## src/rtl/vending_controller.sv

```systemverilog
// Purchase controller for the vending machine: credit accumulation, product
// selection, dispense and change return, with registered outputs for display_module.
module vending_controller #(
  parameter int PRICE_A         = 10,
  parameter int PRICE_B         = 15,
  parameter int PRICE_C         = 20,
  parameter int MAX_AMOUNT      = 31,
  parameter int DISPENSE_CYCLES = 4,
  parameter int CHANGE_CYCLES   = 4
) (
  input  logic       clk,
  input  logic       reset_n,
  input  logic       coin_5,
  input  logic       coin_10,
  input  logic [1:0] product_sel,
  input  logic       cancel,
  output logic [4:0] current_amount,
  output logic [2:0] current_state,
  output logic [1:0] product_out,
  output logic [4:0] change_out,
  output logic       coin_reject,
  output logic       insufficient
);

  localparam int DATA_W = 5;

  localparam logic [2:0] S_IDLE     = 3'b000;
  localparam logic [2:0] S_DEPOSIT  = 3'b001;
  localparam logic [2:0] S_SELECT   = 3'b010;
  localparam logic [2:0] S_DISPENSE = 3'b011;
  localparam logic [2:0] S_CHANGE   = 3'b100;

  localparam logic [7:0] DISPENSE_LAST = 8'(DISPENSE_CYCLES - 1);
  localparam logic [7:0] CHANGE_LAST   = 8'(CHANGE_CYCLES - 1);

  logic [1:0]        sel_q;
  logic [7:0]        dwell;
  logic              coin_any;
  logic [DATA_W:0]   coin_sum;
  logic              coin_fits;
  logic [DATA_W-1:0] price;

  function automatic logic [DATA_W:0] coin_value(input logic c5, input logic c10);
    coin_value = (c5 ? (DATA_W+1)'(5) : '0) + (c10 ? (DATA_W+1)'(10) : '0);
  endfunction

  function automatic logic [DATA_W-1:0] price_of(input logic [1:0] sel);
    case (sel)
      2'b01:   price_of = DATA_W'(PRICE_A);
      2'b10:   price_of = DATA_W'(PRICE_B);
      2'b11:   price_of = DATA_W'(PRICE_C);
      default: price_of = '1;
    endcase
  endfunction

  // Six-bit sum so an overflowing deposit is detected rather than wrapped.
  assign coin_any  = coin_5 | coin_10;
  assign coin_sum  = {1'b0, current_amount} + coin_value(coin_5, coin_10);
  assign coin_fits = (coin_sum <= (DATA_W+1)'(MAX_AMOUNT));
  assign price     = price_of(sel_q);

  always_ff @(posedge clk or negedge reset_n) begin
    if (!reset_n) begin
      current_state  <= S_IDLE;
      current_amount <= '0;
      product_out    <= '0;
      change_out     <= '0;
      coin_reject    <= 1'b0;
      insufficient   <= 1'b0;
      sel_q          <= '0;
      dwell          <= '0;
    end else begin
      coin_reject  <= 1'b0;
      insufficient <= 1'b0;
      case (current_state)
        S_IDLE: begin
          if (coin_any) begin
            if (coin_fits) begin
              current_amount <= coin_sum[DATA_W-1:0];
              current_state  <= S_DEPOSIT;
            end else begin
              coin_reject <= 1'b1;
            end
          end
        end
        S_DEPOSIT: begin
          // Cancel beats selection beats coins; losing coins are refused.
          if (cancel) begin
            current_state <= S_CHANGE;
            change_out    <= current_amount;
            product_out   <= '0;
            dwell         <= '0;
            coin_reject   <= coin_any;
          end else if (product_sel != 2'b00) begin
            sel_q         <= product_sel;
            current_state <= S_SELECT;
            coin_reject   <= coin_any;
          end else if (coin_any) begin
            if (coin_fits) current_amount <= coin_sum[DATA_W-1:0];
            else           coin_reject    <= 1'b1;
          end
        end
        S_SELECT: begin
          coin_reject <= coin_any;
          if (current_amount >= price) begin
            product_out    <= sel_q;
            change_out     <= current_amount - price;
            current_amount <= current_amount - price;
            dwell          <= '0;
            current_state  <= S_DISPENSE;
          end else begin
            insufficient  <= 1'b1;
            current_state <= S_DEPOSIT;
          end
        end
        S_DISPENSE: begin
          coin_reject <= coin_any;
          if (dwell == DISPENSE_LAST) begin
            product_out   <= '0;
            dwell         <= '0;
            current_state <= (change_out != '0) ? S_CHANGE : S_IDLE;
          end else begin
            dwell <= dwell + 8'd1;
          end
        end
        S_CHANGE: begin
          coin_reject <= coin_any;
          if (dwell == CHANGE_LAST) begin
            current_amount <= '0;
            change_out     <= '0;
            product_out    <= '0;
            dwell          <= '0;
            current_state  <= S_IDLE;
          end else begin
            dwell <= dwell + 8'd1;
          end
        end
        default: current_state <= S_IDLE;
      endcase
    end
  end

endmodule
```

## config.mk

```make
export PLATFORM = sky130hd
export DESIGN_NAME = vending_controller
export DESIGN_NICKNAME = d
export VERILOG_FILES = /design/src/rtl/vending_controller.sv
export SDC_FILE = /design/constraint.sdc
export NUM_CORES = 1
export LEC_CHECK = 0
export ABC_AREA = 1
export ABC_CLOCK_PERIOD_IN_PS = 5000
export CAP_MARGIN = 20
export CORE_ASPECT_RATIO = 0.9
export CORE_MARGIN = 2
export CORE_UTILIZATION = 50
export DETAILED_ROUTE_END_ITERATION = 10
export GPL_TIMING_DRIVEN = 0
export PLACE_DENSITY = 0.73
export SETUP_SLACK_MARGIN = 0.05
export SLEW_MARGIN = 20
export SYNTH_ARGS = -nofsm -noshare
export SYNTH_HDL_FRONTEND = slang
export SYNTH_SLANG_ARGS = --single-unit
```

## constraint.sdc

```tcl
create_clock -name clk -period 5 [get_ports clk]
set_input_delay 1.25 -clock clk [delete_from_list [all_inputs] [get_ports clk]]
set_output_delay 1.25 -clock clk [all_outputs]
set_load 0.03 [all_outputs]
```

; ---- Yosys cells after proc, flatten, opt, wreduce, memory -nomap -nowiden
; Index checks and enable logic that the tools add are counted.
[op_classes]
n_mux = 36
n_addsub = 4
n_shift = 0
n_eq_ne = 18
bitwise_logic = 2
order_cmp = 2
div = 0
reduce_logical = 14
mul = 0
[ops]
columns = cell, count
row1 = 5-bit two-way mux, 7
row2 = 5-bit case mux with 3 select lines, 2
row3 = 3-bit two-way mux, 8
row4 = 8-bit two-way mux, 3
row5 = 8-bit case mux with 3 select lines, 1
row6 = 5-bit case mux with 4 select lines, 1
row7 = 2-bit inequality test (second input constant), 8
row8 = 3-bit case mux with 5 select lines, 1
row9 = 5-bit AND reduction, 2
row10 = 8-bit by 1-bit adder with 8-bit output (second input constant), 1
row11 = 8-bit by 2-bit == test with 1-bit output (second input constant), 1
row12 = 2-bit two-way mux, 4
row13 = 4-bit AND reduction, 2
row14 = 5-bit by 5-bit adder with 6-bit output, 1
row15 = 3-bit by 2-bit == test with 1-bit output (second input constant), 2
row16 = 6-bit by 5-bit less-or-equal comparator with 1-bit output (second input constant), 1
row17 = 1-bit two-way mux, 6
row18 = 2-bit case mux with 3 select lines, 1
row19 = 3-bit AND reduction, 2
row20 = 3-bit nonzero test, 2
row21 = 3-bit by 4-bit adder with 5-bit output, 1
row22 = 5-bit >= comparator, 1
row23 = 5-bit nonzero test, 1
row24 = 5-bit subtractor, 1
row25 = 15 further kinds, 16
[word_totals]
out_inout_bits = 17
in_bits = 7
mem_bits_rw = 0
regBits = 27
latch_bits = 0
rom_bits = 0
wordCells = 84
n_memories = 0

; ---- Longest topological paths before layout
[logic_depth]
word_depth = 9
depth_mapped = 14
depth_no_buf = 14

; ---- Least setup slack after synthesis
; Ideal clock, no wire load.
[synth_path]
path_kind = input -> register
from = input coin_5
to = register current_amount[4]
setup_slack_ns = 2.611
required_ns = 4.879
arrival_time_ns = 2.268
setup_time_ns = 0.121
stages = 8
path_cell_list = ha_1 fa_1 nand3_1 nand2_1 nor2_1 o22ai_1 nand2_1 nand2_1
[synth_between]
elab_chain_len = 9
word_cells_on_any_way = 10
cone_classes = add/sub: 2 / order compare: 1 / mux: 6 / bitwise: 1
[synth_lines]
columns = item, line
row1 = from (decl), 13  ; input logic coin_5,
row2 = 3-bit two-way mux, 44  ; coin_value = (c5 ? (DATA_W+1)'(5) : '0) + (c10 ? (DATA_W+1)'(10) : '0);
row3 = 3-bit by 4-bit adder with 5-bit output, 44
row4 = 5-bit by 5-bit adder with 6-bit output, 58  ; assign coin_sum = {1'b0, current_amount} + coin_value(coin_5, coin_10);
row5 = 6-bit by 5-bit less-or-equal comparator with 1-bit output, 59  ; assign coin_fits = (coin_sum <= (DATA_W+1)'(MAX_AMOUNT));
row6 = 5-bit two-way mux, "78, 99"
row7 = 5-bit two-way mux (*), 98  ; end else if (coin_any) begin
row8 = 5-bit two-way mux, 94  ; end else if (product_sel != 2'b00) begin
row9 = 5-bit two-way mux, 88  ; if (cancel) begin
row10 = 5-bit case mux with 4 select lines (*), 75  ; case (current_state)
row11 = to (signal assigned), 79  ; current_amount <= coin_sum[DATA_W-1:0];
row12 = to (signal assigned), 99  ; if (coin_fits) current_amount <= coin_sum[DATA_W-1:0];
row13 = to (signal assigned), 108  ; current_amount <= current_amount - price;
row14 = to (decl), 17  ; output logic [4:0] current_amount,
; Mark *: on every way between the ends. The rest lies on a longest branch, timed or not. The select of a mux whose other input is x is not followed.
; A chain may end at the register's enable or synchronous reset.

; ---- Final worst setup path
[layout_path]
from = register current_state[1]
to = output current_state[1]
[layout_rtl]
columns = item, line
row1 = from (decl), 18  ; output logic [2:0] current_state,
row2 = from (signal assigned), 121  ; current_state <= (change_out != '0) ? S_CHANGE : S_IDLE;
; No word-level cell between the ends.

==> key figures <==
Floorplan
  • Initial Util: between 50% and 60%
  • Core ar.: around 3800 um^2
  • Number of I/O pins: 24
  • Die X: roughly 70 um
  • Die area: 4570 um^2
  • FP Rows: 21
  • Die Span Y: roughly 64 um

Routing
  • Drt total wl: about 4300 um
  • Antenna viol nets, final: 0
  • DRC Markers: 0
  • Vias per inst: ~5.2
  • Routed vias: about 1.8k
  • 1st-iter DRT viols: 100
  • Wire per inst: roughly 13 um
  • First-pass DRT Iterations: 7

Yosys
  • Syn nets: about 290
  • Synth async-reset ratio: 100%
  • Synth cell types: 31
  • Cell count after synthesis: ~270
  • Post-synth top area cell: dfrtp_1
  • Sequential area share after synthesis: around a third
  • Post-synth EDFFs: 0
  • Top post-synthesis cells by count: nand2_1 (77), inv_1 (37), dfrtp_1 (27)
  • Mean area per synthesized cell: between 7 and 8 um^2
  • Mapped cell area: 2020 um^2
  • Primary FF master, synth: dfrtp_1
  • Most frequent cell after synthesis: nand2_1
  • Synth area leaders: dfrtp_1 (33%), nand2_1 (14%), ha_1 (7.4%), inv_1 (6.9%), nor2_1 (4.8%)
  • Synth warn: 0
  • Top cell type's share of synthesized area: around a third
  • FF+latch count, synth: 27

Global route
  • GRT overflow: 0
  • Grt met1 use: between 30% and 40%
  • Gr busiest metal: met1
  • Total Routing Usage GR: about a fifth
  • Vias in the first global route: 1616
  • Largest net degree at the start of global routing: 28
  • First-pass GRT wire length: 7490 um
  • M2 GR Usage: a little under a third
  • Met3 usage: between 3 and 4%
  • Initial antenna violation count: 0

Critical path
  • Worst-path cell chain: clkdlybuf4s50_1
  • CP max-delay cell: clkdlybuf4s50_1
  • Crit Path Max Fanout: 6
  • CP required: around 3.8 ns
  • Slowest stage delay, CP: approximately 0.74 ns
  • Startpoint types: register
  • CP bufs+invs: 1
  • Flop2flop setup slack: between 2 and 3 ns
  • Crit. End Element: output port
  • Top delay family on crit path: buffers and inverters
  • Critical Path AT: 1.55 ns
  • Critical path class: reg2out

Clock tree
  • Clk buf depth: 2
  • Clk slew on worst S/H paths: 0.10 ns
  • Clock Latency Late Sink: between 0.2 and 0.3 ns
  • # hold bufs at CTS: 0
  • Clock sink count: 27
  • CTS tree: yes
  • CTS root buffer: clkbuf_8
  • Post-CTS Setup Bufs: 0
  • CTS buffer count: 3
  • Htree depth: 1
  • CTS-repair resized insts: 0

Timing
  • Slew Limit Fails: 0
  • Worst Max-Slew Pin Slew: 0.598 ns
  • Endpoints failing hold: 0
  • Period utilization: 56.1%
  • Setup TNS: 0 ns
  • RSZ-0062 raised after global routing: false
  • Setup Skew: around 0.015 ns
  • Worst relative slew slack: around three fifths
  • Final hold slack: just under 0.5 ns
  • Fin crit period: between 2 and 3 ns
  • FMAX: 357 MHz
  • Count of final setup violators: 0

Placement
  • Routability cong.: 0.891
  • Port Buffers: 23
  • Post-DP HPWL: between 3000 and 4000 um

Run status
  • Status: finished, final reports clean

Power and ir drop
  • VDD IR max: 0.446 mV
  • Pwr dens: between 600 and 700 nW/um^2
  • Leak Pwr: between 1 and 1.5 nW

Worst hold path
  • Hold WC Path Type: reg2reg

Cells and area
  • Share of layout cells above drive strength 1: 12.0%
  • N_diodes: 0
  • Filler cells: 350
  • Fin nets: roughly 320
  • P&R area growth vs syn: 16.4%

Flow run
  • Max cap viols: 0
[power by group]
| part | total [W] | leakage [nW] | internal, W | switching, W |
|---|---|---|---|---|
| Clock | 0.000128 | 0.0217 | 0.0000567 | 0.0000713 |
| Combinational | 0.00109 | 0.832 | 0.000404 | 0.000689 |
| Sequential | 0.000383 | 0.352 | 0.000297 | 0.0000854 |
| Total | 0.00160 | 1.21 | 0.000758 | 0.000846 |
[area by class of cell]
class | count | area (um^2) | area share, %
clock buffer | 3 | 41.3 | 1.75
clock inverter | 1 | 7.51 | 0.319
inverter | 46 | 183 | 7.75
multi-input combinational | 199 | 1170 | 49.5
sequential | 27 | 676 | 28.7
tap | 46 | 57.6 | 2.44
timing repair buffer | 23 | 225 | 9.56
[worst paths after layout]
check	cells past startpoint	endpoint	from
worst max-delay path	1	current_state[1]	current_state[1]
worst min-delay path	2	product_out[1]	product_out[1]
worst max register to register	12	current_amount[1]	sel_q[1]
worst min register to register	2	product_out[1]	product_out[1]
max in group asynchronous	1	current_amount[0]	reset_n
min in group asynchronous	1	change_out[2]	reset_n
[routing by layer]
metal  share of wire [%]  wire (um)
met5                   0          0
met4                0.81         35
met3                 6.6        285
met2                  42       1810
met1                  51       2190
[registers in the layout, indices dropped and copies added, names as in the netlist]
| signal | count |
|---|---|
| change_out | 5 |
| coin_reject | 1 |
| insufficient | 1 |
| dwell | 8 |
| current_state | 3 |
| product_out | 2 |
| current_amount | 5 |
| sel_q | 2 |
[cell families after synthesis]
kind of cell	after synthesis	share of synthesized area (%)
buf+inv	46	9.02
simple gates	141	33.9
fa+ha+maj	14	9.39
flops	27	33.4
xor+xnor	2	0.865
compound gates	42	13.5
[metrics by stage]
stage                     total power (W)  std cells  area (um^2)  utilization, %  setup WS [ns]
after floorplan                   0.00118        272         2020               -           2.61
after global placement            0.00146        341         2310            60.7           2.00
after detailed placement          0.00147        341         2310            60.6           2.00
after CTS                         0.00161        345         2360            61.8           2.19
after global routing              0.00177        345         2360            61.8           2.10
final                             0.00160        345         2360            61.8           2.20
[placed cells by master (no fill, tap or decap), types with 5 or more instances in the layout]
cell and instances:
clkdlybuf4s50_1 22, dfrtp_1 27, ha_1 12, inv_1 37
inv_2 6, nand2_1 77, nand3_1 17, nand3_4 5
nand4_1 5, nor2_1 26, o21ai_0 10, o21ai_1 9
o21ai_2 7, o21bai_1 5
[tightest hold or removal path, cell delays in order, from the launching register on]
cell	delay, ns
dfrtp_1	0.35
nand2_1	0.06
nand2_1	0.05
(Power assumes the default switching activity.)
